$ cat config.mk
export PLATFORM = sky130hd
export DESIGN_NAME = ofdm_symbol_scheduler_flat
export DESIGN_NICKNAME = d
export VERILOG_FILES = /design/src/rtl/ofdm_symbol_scheduler_if.sv /design/src/rtl/ofdm_symbol_scheduler.sv /design/src/flat_wrapper.sv
export SDC_FILE = /design/constraint.sdc
export NUM_CORES = 1
export LEC_CHECK = 0
export ABC_AREA = 1
export CORE_MARGIN = 2
export CORE_UTILIZATION = 40
export CTS_BUF_LIST = sky130_fd_sc_hd__clkbuf_2
export CTS_CLUSTER_DIAMETER = 100
export DETAILED_ROUTE_END_ITERATION = 7
export PLACE_DENSITY = 0.66
export SETUP_SLACK_MARGIN = 0.4
export SYNTH_ARGS = -nofsm -noshare
export SYNTH_HDL_FRONTEND = slang
export SYNTH_SLANG_ARGS = --single-unit
$ cat constraint.sdc
create_clock -name aclk -period 4.45 [get_ports aclk]
set_input_delay 0.6675 -clock aclk [delete_from_list [all_inputs] [get_ports aclk]]
set_output_delay 0.6675 -clock aclk [all_outputs]
set_load 0.03 [all_outputs]
$ cat src/rtl/ofdm_symbol_scheduler_if.sv
// Byte stream bundle between the source generator, the symbol scheduler and the QAM mapper.
// The scheduler takes the slave view; the source/sink side takes the master view.
interface ofdm_symbol_scheduler_if;
    logic [7:0] s_data;
    logic       s_valid;
    logic       s_ready;
    logic [7:0] m_data;
    logic       m_valid;
    logic       m_ready;
    logic       m_last;
    logic       m_sof;

    modport slave (
        input  s_data, s_valid, m_ready,
        output s_ready, m_data, m_valid, m_last, m_sof
    );

    modport master (
        output s_data, s_valid, m_ready,
        input  s_ready, m_data, m_valid, m_last, m_sof
    );
endinterface

$ cat src/rtl/ofdm_symbol_scheduler.sv
// OFDM symbol scheduler: gates the byte source, frames bytes into fixed-length symbols
// with an idle gap after each one for CP insertion, and registers them toward the mapper.
module ofdm_symbol_scheduler #(
    parameter int N_SUB       = 16,
    parameter int BITS_PER_SC = 4,
    parameter int GAP_CYCLES  = 8
) (
    input  logic                   aclk,
    input  logic                   aresetn,
    input  logic                   start,
    input  logic [7:0]             num_symbols,
    input  logic                   abort,
    ofdm_symbol_scheduler_if.slave bus,
    output logic                   busy,
    output logic                   done,
    output logic [7:0]             sym_index
);
    localparam int BYTES_PER_SYM = N_SUB * BITS_PER_SC / 8;
    localparam int BC_W          = $clog2(BYTES_PER_SYM + 1);
    localparam int GC_W          = (GAP_CYCLES > 0) ? $clog2(GAP_CYCLES + 1) : 1;

    typedef enum logic [1:0] {S_IDLE, S_PAYLOAD, S_GAP, S_DONE} state_t;

    state_t          r_state, w_state_nxt;
    logic [BC_W-1:0] r_byte_cnt, w_byte_nxt;
    logic [GC_W-1:0] r_gap_cnt, w_gap_nxt;
    logic [7:0]      r_sym_cnt, w_sym_nxt;
    logic [7:0]      r_num_sym, w_num_nxt;
    logic [7:0]      r_data;
    logic            r_valid;
    logic            r_last;
    logic            r_sof;

    logic w_abort;
    logic w_out_free;
    logic w_s_ready;
    logic w_xfer;
    logic w_last_byte;
    logic w_last_sym;
    logic w_gap_end;

    assign w_abort     = abort && (r_state != S_IDLE);
    assign w_out_free  = !r_valid || bus.m_ready;
    // abort withholds s_ready so the source never advances on a byte that would be discarded
    assign w_s_ready   = (r_state == S_PAYLOAD) && (r_byte_cnt < BC_W'(BYTES_PER_SYM))
                         && w_out_free && !w_abort;
    assign w_xfer      = w_s_ready && bus.s_valid;
    assign w_last_byte = (r_byte_cnt == BC_W'(BYTES_PER_SYM - 1));
    assign w_last_sym  = (r_sym_cnt == r_num_sym - 8'd1);
    // the final gap cycle is the one whose decrement reaches zero
    assign w_gap_end   = (r_gap_cnt <= GC_W'(1));

    always_ff @(posedge aclk or negedge aresetn) begin
        if (!aresetn) begin
            r_state    <= S_IDLE;
            r_byte_cnt <= '0;
            r_gap_cnt  <= '0;
            r_sym_cnt  <= '0;
            r_num_sym  <= '0;
        end else begin
            r_state    <= w_state_nxt;
            r_byte_cnt <= w_byte_nxt;
            r_gap_cnt  <= w_gap_nxt;
            r_sym_cnt  <= w_sym_nxt;
            r_num_sym  <= w_num_nxt;
        end
    end

    always_comb begin
        w_state_nxt = r_state;
        w_byte_nxt  = r_byte_cnt;
        w_gap_nxt   = r_gap_cnt;
        w_sym_nxt   = r_sym_cnt;
        w_num_nxt   = r_num_sym;
        case (r_state)
            S_IDLE: begin
                if (start && (num_symbols != 8'd0)) begin
                    w_num_nxt   = num_symbols;
                    w_byte_nxt  = '0;
                    w_sym_nxt   = '0;
                    w_state_nxt = S_PAYLOAD;
                end
            end
            S_PAYLOAD: begin
                if (w_xfer) begin
                    w_byte_nxt = r_byte_cnt + BC_W'(1);
                    if (w_last_byte) begin
                        // without a gap, move straight into the next symbol to keep 1 byte/cycle
                        if ((GAP_CYCLES == 0) && !w_last_sym) begin
                            w_sym_nxt  = r_sym_cnt + 8'd1;
                            w_byte_nxt = '0;
                        end else begin
                            w_gap_nxt   = GC_W'(GAP_CYCLES);
                            w_state_nxt = S_GAP;
                        end
                    end
                end
            end
            S_GAP: begin
                if (r_gap_cnt != '0) begin
                    w_gap_nxt = r_gap_cnt - GC_W'(1);
                end
                if (w_gap_end) begin
                    if (w_last_sym) begin
                        if (!r_valid) begin
                            w_state_nxt = S_DONE;
                        end
                    end else begin
                        w_sym_nxt   = r_sym_cnt + 8'd1;
                        w_byte_nxt  = '0;
                        w_state_nxt = S_PAYLOAD;
                    end
                end
            end
            S_DONE: begin
                w_state_nxt = S_IDLE;
            end
            default: begin
                w_state_nxt = S_IDLE;
            end
        endcase
        if (w_abort) begin
            w_state_nxt = S_IDLE;
            w_byte_nxt  = '0;
            w_gap_nxt   = '0;
            w_sym_nxt   = '0;
            w_num_nxt   = '0;
        end
    end

    // output register: loads on a source transfer, empties on a drain with no new load
    always_ff @(posedge aclk or negedge aresetn) begin
        if (!aresetn) begin
            r_data  <= '0;
            r_valid <= 1'b0;
            r_last  <= 1'b0;
            r_sof   <= 1'b0;
        end else if (w_abort) begin
            r_valid <= 1'b0;
            r_last  <= 1'b0;
            r_sof   <= 1'b0;
        end else if (w_xfer) begin
            r_data  <= bus.s_data;
            r_valid <= 1'b1;
            r_last  <= w_last_byte;
            r_sof   <= (r_byte_cnt == '0) && (r_sym_cnt == 8'd0);
        end else if (r_valid && bus.m_ready) begin
            r_valid <= 1'b0;
            r_last  <= 1'b0;
            r_sof   <= 1'b0;
        end
    end

    assign bus.s_ready = w_s_ready;
    assign bus.m_data  = r_data;
    assign bus.m_valid = r_valid;
    assign bus.m_last  = r_last;
    assign bus.m_sof   = r_sof;
    assign busy        = (r_state != S_IDLE);
    assign done        = (r_state == S_DONE);
    assign sym_index   = r_sym_cnt;
endmodule
$ cat src/flat_wrapper.sv
// flat-port wrapper written by rule: the top's interface ports become plain ports
module ofdm_symbol_scheduler_flat 
#(
    parameter int N_SUB       = 16,
    parameter int BITS_PER_SC = 4,
    parameter int GAP_CYCLES  = 8
)
  (aclk, aresetn, start, num_symbols, abort, busy, done, sym_index, bus_s_data, bus_s_valid, bus_m_ready, bus_s_ready, bus_m_data, bus_m_valid, bus_m_last, bus_m_sof);
  ofdm_symbol_scheduler_if bus_i ();
  input  logic aclk;
  input  logic aresetn;
  input  logic start;
  input  logic [7:0] num_symbols;
  input  logic abort;
  output logic busy;
  output logic done;
  output logic [7:0] sym_index;
  input wire logic [$bits(bus_i.s_data)-1:0] bus_s_data;
  input wire logic [$bits(bus_i.s_valid)-1:0] bus_s_valid;
  input wire logic [$bits(bus_i.m_ready)-1:0] bus_m_ready;
  output wire logic [$bits(bus_i.s_ready)-1:0] bus_s_ready;
  output wire logic [$bits(bus_i.m_data)-1:0] bus_m_data;
  output wire logic [$bits(bus_i.m_valid)-1:0] bus_m_valid;
  output wire logic [$bits(bus_i.m_last)-1:0] bus_m_last;
  output wire logic [$bits(bus_i.m_sof)-1:0] bus_m_sof;
  assign bus_i.s_data = bus_s_data;
  assign bus_i.s_valid = bus_s_valid;
  assign bus_i.m_ready = bus_m_ready;
  assign bus_s_ready = bus_i.s_ready;
  assign bus_m_data = bus_i.m_data;
  assign bus_m_valid = bus_i.m_valid;
  assign bus_m_last = bus_i.m_last;
  assign bus_m_sof = bus_i.m_sof;
  ofdm_symbol_scheduler #(.N_SUB(N_SUB), .BITS_PER_SC(BITS_PER_SC), .GAP_CYCLES(GAP_CYCLES)) u_core (.aclk(aclk), .aresetn(aresetn), .start(start), .num_symbols(num_symbols), .abort(abort), .bus(bus_i), .busy(busy), .done(done), .sym_index(sym_index));
endmodule
==> flow_results.xml <==
<?xml version="1.0" encoding="UTF-8"?>
<metrics>
  <group name="run_status">
    <metric name="run_status" unit="">finished clean</metric>
  </group>
  <group name="sta">
    <metric name="maxSlewHeadroom" unit="%">37.66</metric>
    <metric name="setup_slack" unit="ns">1.351</metric>
    <metric name="timing.hold.ws" unit="ns">0.3456</metric>
    <metric name="final-hold-violation-count" unit="">0</metric>
    <metric name="post-route-period-util" unit="%">69.64</metric>
    <metric name="unrepaired_setup_endpoints_after_global_routing" unit="">no</metric>
    <metric name="finClkSkew" unit="ns">0.01725</metric>
    <metric name="max_slew.worst_pin.slew" unit="ns">0.9289</metric>
    <metric name="period_minus_slack" unit="ns">3.099</metric>
    <metric name="timing.setup.tns" unit="ns">0</metric>
    <metric name="maxClockFrequency" unit="MHz">322.7</metric>
    <metric name="final-max-slew-violation-count" unit="">0</metric>
    <metric name="setup_viol_count_final" unit="">0</metric>
  </group>
  <group name="yosys">
    <metric name="post-synth-top-area-fraction" unit="%">38.89</metric>
    <metric name="syn-num-nets" unit="">346</metric>
    <metric name="ys.warnings.count" unit="">0</metric>
    <metric name="synth_flop_cell" unit="">dfrtp_1</metric>
    <metric name="synthDominantAreaCellType" unit="">dfrtp_1</metric>
    <metric name="netlist-cell-type-count" unit="">35</metric>
    <metric name="yosys.cell_count.top_type" unit="">nand2_1</metric>
    <metric name="mapped_cells" unit="">312</metric>
    <metric name="syn-mean-instance-area" unit="um2">7.632</metric>
    <metric name="synth.cell_area" unit="um2">2381</metric>
    <metric name="synth-edff-count" unit="">0</metric>
    <metric name="post_synth_main_area_contributors" unit="">dfrtp_1, nand2_1, ha_1, nand3_1, inv_1</metric>
    <metric name="synth.cells.most_frequent" unit="">nand2_1, dfrtp_1, nand3_1</metric>
    <metric name="ys_ff_latch" unit="">37</metric>
    <metric name="ys_seq_area_share" unit="%">38.89</metric>
    <metric name="synthArstFlopShare" unit="%">100.0</metric>
  </group>
  <group name="floorplanning">
    <metric name="floorplan.die_area" unit="um2">6585</metric>
    <metric name="horizontal_die_dimension" unit="um">81.15</metric>
    <metric name="placement_rows" unit="">28</metric>
    <metric name="fp.coreArea" unit="um2">5851</metric>
    <metric name="floorplan.io_pins" unit="">44</metric>
    <metric name="initial_utilization" unit="%">40.70</metric>
    <metric name="chipHeight" unit="um">81.15</metric>
  </group>
  <group name="global_routing">
    <metric name="initial_antenna_violation_count" unit="">0</metric>
    <metric name="via_count_of_the_first_global_routing_pass" unit="">2078</metric>
    <metric name="grt_util_overall" unit="%">18.04</metric>
    <metric name="grt_max_degree" unit="">38</metric>
    <metric name="gr-total-overflow" unit="">0</metric>
    <metric name="global_route_wire_length_before_repair" unit="um">9156</metric>
  </group>
  <group name="cts">
    <metric name="cts_max_level" unit="">2</metric>
    <metric name="numClockSinks" unit="">37</metric>
    <metric name="cts_root_buffer" unit="">clkbuf_2</metric>
    <metric name="tritoncts_clock_tree" unit="">done</metric>
    <metric name="cts_made_buffers" unit="">5</metric>
    <metric name="post-cts-setup-buffers" unit="">0</metric>
    <metric name="clk_path_buf_depth" unit="">2</metric>
    <metric name="clk-insertion-delay-late" unit="ns">0.39</metric>
    <metric name="post_cts_resized" unit="">0</metric>
    <metric name="cts-hold-fix-buffers" unit="">0</metric>
    <metric name="clkSlewWorstSetupHoldPaths" unit="ns">0.20</metric>
  </group>
  <group name="routing">
    <metric name="detailedRoute.firstIterationViolations" unit="">70</metric>
    <metric name="post_drt_wl_per_cell" unit="um">12.36</metric>
    <metric name="routed_wirelength" unit="um">5351</metric>
    <metric name="routed_via_density" unit="">4.882</metric>
    <metric name="drtPass1Iterations" unit="">4</metric>
    <metric name="routed-via-count" unit="">2114</metric>
    <metric name="post-route-drc-count" unit="">0</metric>
    <metric name="antenna_violating_nets_post_route" unit="">0</metric>
  </group>
  <group name="finish">
    <metric name="area_growth_syn_to_layout" unit="%">22.96</metric>
    <metric name="layout_cell_share_with_drive_strength_beyond_1" unit="%">13.69</metric>
    <metric name="diodes_inserted" unit="">0</metric>
    <metric name="final_cell_area" unit="um2">2928</metric>
    <metric name="final.fill_count" unit="">579</metric>
    <metric name="layout.nets" unit="">391</metric>
  </group>
  <group name="placed_design">
    <metric name="dpl_cell_area" unit="um2">2864</metric>
    <metric name="gp_routability_congestion" unit="">0.8625</metric>
    <metric name="io_buffer_count" unit="">43</metric>
    <metric name="detailedPlace.worstSlack" unit="ns">1.436</metric>
    <metric name="dp_hpwl" unit="um">3937</metric>
  </group>
  <group name="worst_setup_path">
    <metric name="critical_path_cell_sequence" unit="">inv_1 &gt; ha_1 &gt; inv_2 &gt; nand2_4 &gt; nand2_4 &gt; nor2_2 &gt; clkdlybuf4s50_1</metric>
    <metric name="critical_path.startpoint_type" unit="">flop</metric>
    <metric name="criticalPathCategory" unit="">reg -&gt; out</metric>
    <metric name="worstSetupPathDepth" unit="">7</metric>
    <metric name="critical-path-top-delay-family" unit="">buffers and inverters</metric>
    <metric name="worst-endpoint-arrival" unit="ns">2.43</metric>
    <metric name="critical-path-top-cell-by-count" unit="">nand2_4</metric>
    <metric name="worst-path-max-fanout" unit="">24</metric>
    <metric name="setup.worst_path.end_class" unit="">output port</metric>
    <metric name="r2r.worst_path.cells" unit="">13</metric>
    <metric name="cp_slowest_stage_delay" unit="ns">0.68</metric>
    <metric name="worst-endpoint-required" unit="ns">3.78</metric>
    <metric name="crit_path_top_delay_cell" unit="">clkdlybuf4s50_1</metric>
    <metric name="cp_buf_inv_count" unit="">3</metric>
  </group>
  <group name="power_and_ir_drop">
    <metric name="power_per_unit_of_standard_cell_area" unit="nW/um2">612.8</metric>
    <metric name="power.leakage" unit="nW">1.376</metric>
    <metric name="ir_worst_vdd" unit="mV">0.3279</metric>
  </group>
  <group name="min_path">
    <metric name="type_of_the_tightest_min_delay_check" unit="">in -&gt; async</metric>
  </group>
  <group name="flow_run">
    <metric name="max_cap_violations" unit="">0</metric>
  </group>
</metrics>
[layer usage]
layer	track usage [%]	vias up	wire length (um)
met5	0	-	0
met4	7.288	0	134
met3	4.556	12	266
met2	28.76	53	2376
met1	23.39	943	2573
li1	-	1106	-
[sequential cells by signal (all words and copies together) (netlist names)]
signal and cells:
u_core.bus.m_data 8, u_core.r_num_sym 8, u_core.sym_index 8, u_core.r_byte_cnt 4, u_core.r_gap_cnt 4, u_core.r_state 2, u_core.bus.m_last 1, u_core.bus.m_sof 1
u_core.bus.m_valid 1
[placed cells by master, fill, tap and decap left out, types with 2 or more instances in the layout]
master	count
nand2_2	6
xor2_1	2
nor2_1	23
clkdlybuf4s50_1	42
o21ai_0	14
nor2_2	7
nand2_1	91
nand3_4	2
clkbuf_2	6
a21oi_2	2
o21ai_1	10
o31ai_1	2
a21oi_1	3
nor3b_1	2
ha_1	12
nand3_2	2
inv_1	25
nor4_1	3
nand2_4	3
xnor2_1	2
inv_2	8
nand4_1	4
clkinv_1	2
dfrtp_1	37
o21ai_2	9
nand3_1	30
[where the power goes]
group / leakage, nW / switching [mW] / total, mW / internal [mW]
Sequential: 0.486 / 0.0968 / 0.538 / 0.441
Clock: 0.0406 / 0.118 / 0.214 / 0.0959
Combinational: 0.849 / 0.675 / 1.04 / 0.368
Total: 1.38 / 0.890 / 1.79 / 0.904
[logic make-up (layout without fill, tap and decap cells)]
kind of cell | count (synthesis) | count (layout) | synth area share, %
flip-flops | 37 | 37 | 38.89
AO/OA/AOI/OAI | 42 | 42 | 10.93
adder cells (fa/ha/maj) | 12 | 12 | 6.306
buffers and inverters | 40 | 86 | 7.094
AND/OR/NAND/NOR | 177 | 177 | 35.31
XOR/XNOR | 4 | 4 | 1.472
[final timing paths]
| path | end | from | slack, ns |
|---|---|---|---|
| setup / recovery | bus_s_ready | u_core.r_state[1]$_DFFE_PN0P_ | 1.35 |
| hold / removal | u_core.sym_index[1]$_DFFE_PN0P_ | aresetn | 0.35 |
| setup reg to reg | u_core.r_gap_cnt[0]$_DFFE_PN0P_ | u_core.r_state[1]$_DFFE_PN0P_ | 2.10 |
| hold reg to reg | u_core.bus.m_data[1]$_DFFE_PN0P_ | u_core.bus.m_data[1]$_DFFE_PN0P_ | 0.51 |
| max in group asynchronous | u_core.bus.m_data[3]$_DFFE_PN0P_ | aresetn | 3.57 |
| min in group aclk | u_core.bus.m_data[1]$_DFFE_PN0P_ | u_core.bus.m_data[1]$_DFFE_PN0P_ | 0.51 |
[area by class of cell]
cell class,instances,area (um2),area share (%)
Timing Repair Buffer,43,425.4,14.53
Sequential cell,37,925.9,31.62
Clock inverter,2,33.78,1.154
Multi-Input combinational cell,235,1286,43.93
Inverter,35,132.6,4.530
Tap cell,75,93.84,3.205
Clock buffer,6,30.03,1.026
[metrics by stage]
stage / util, % / std cells / power [mW]
finish: 50.04 / 433 / 1.794
global route: 50.04 / 433 / 1.965
CTS: 50.04 / 433 / 1.816
detailed placement: 48.95 / 425 / 1.589
global placement: 48.95 / 425 / 1.575
floorplan: - / 312 / 1.330
No activity file was read; power rests on OpenSTA's default activity.
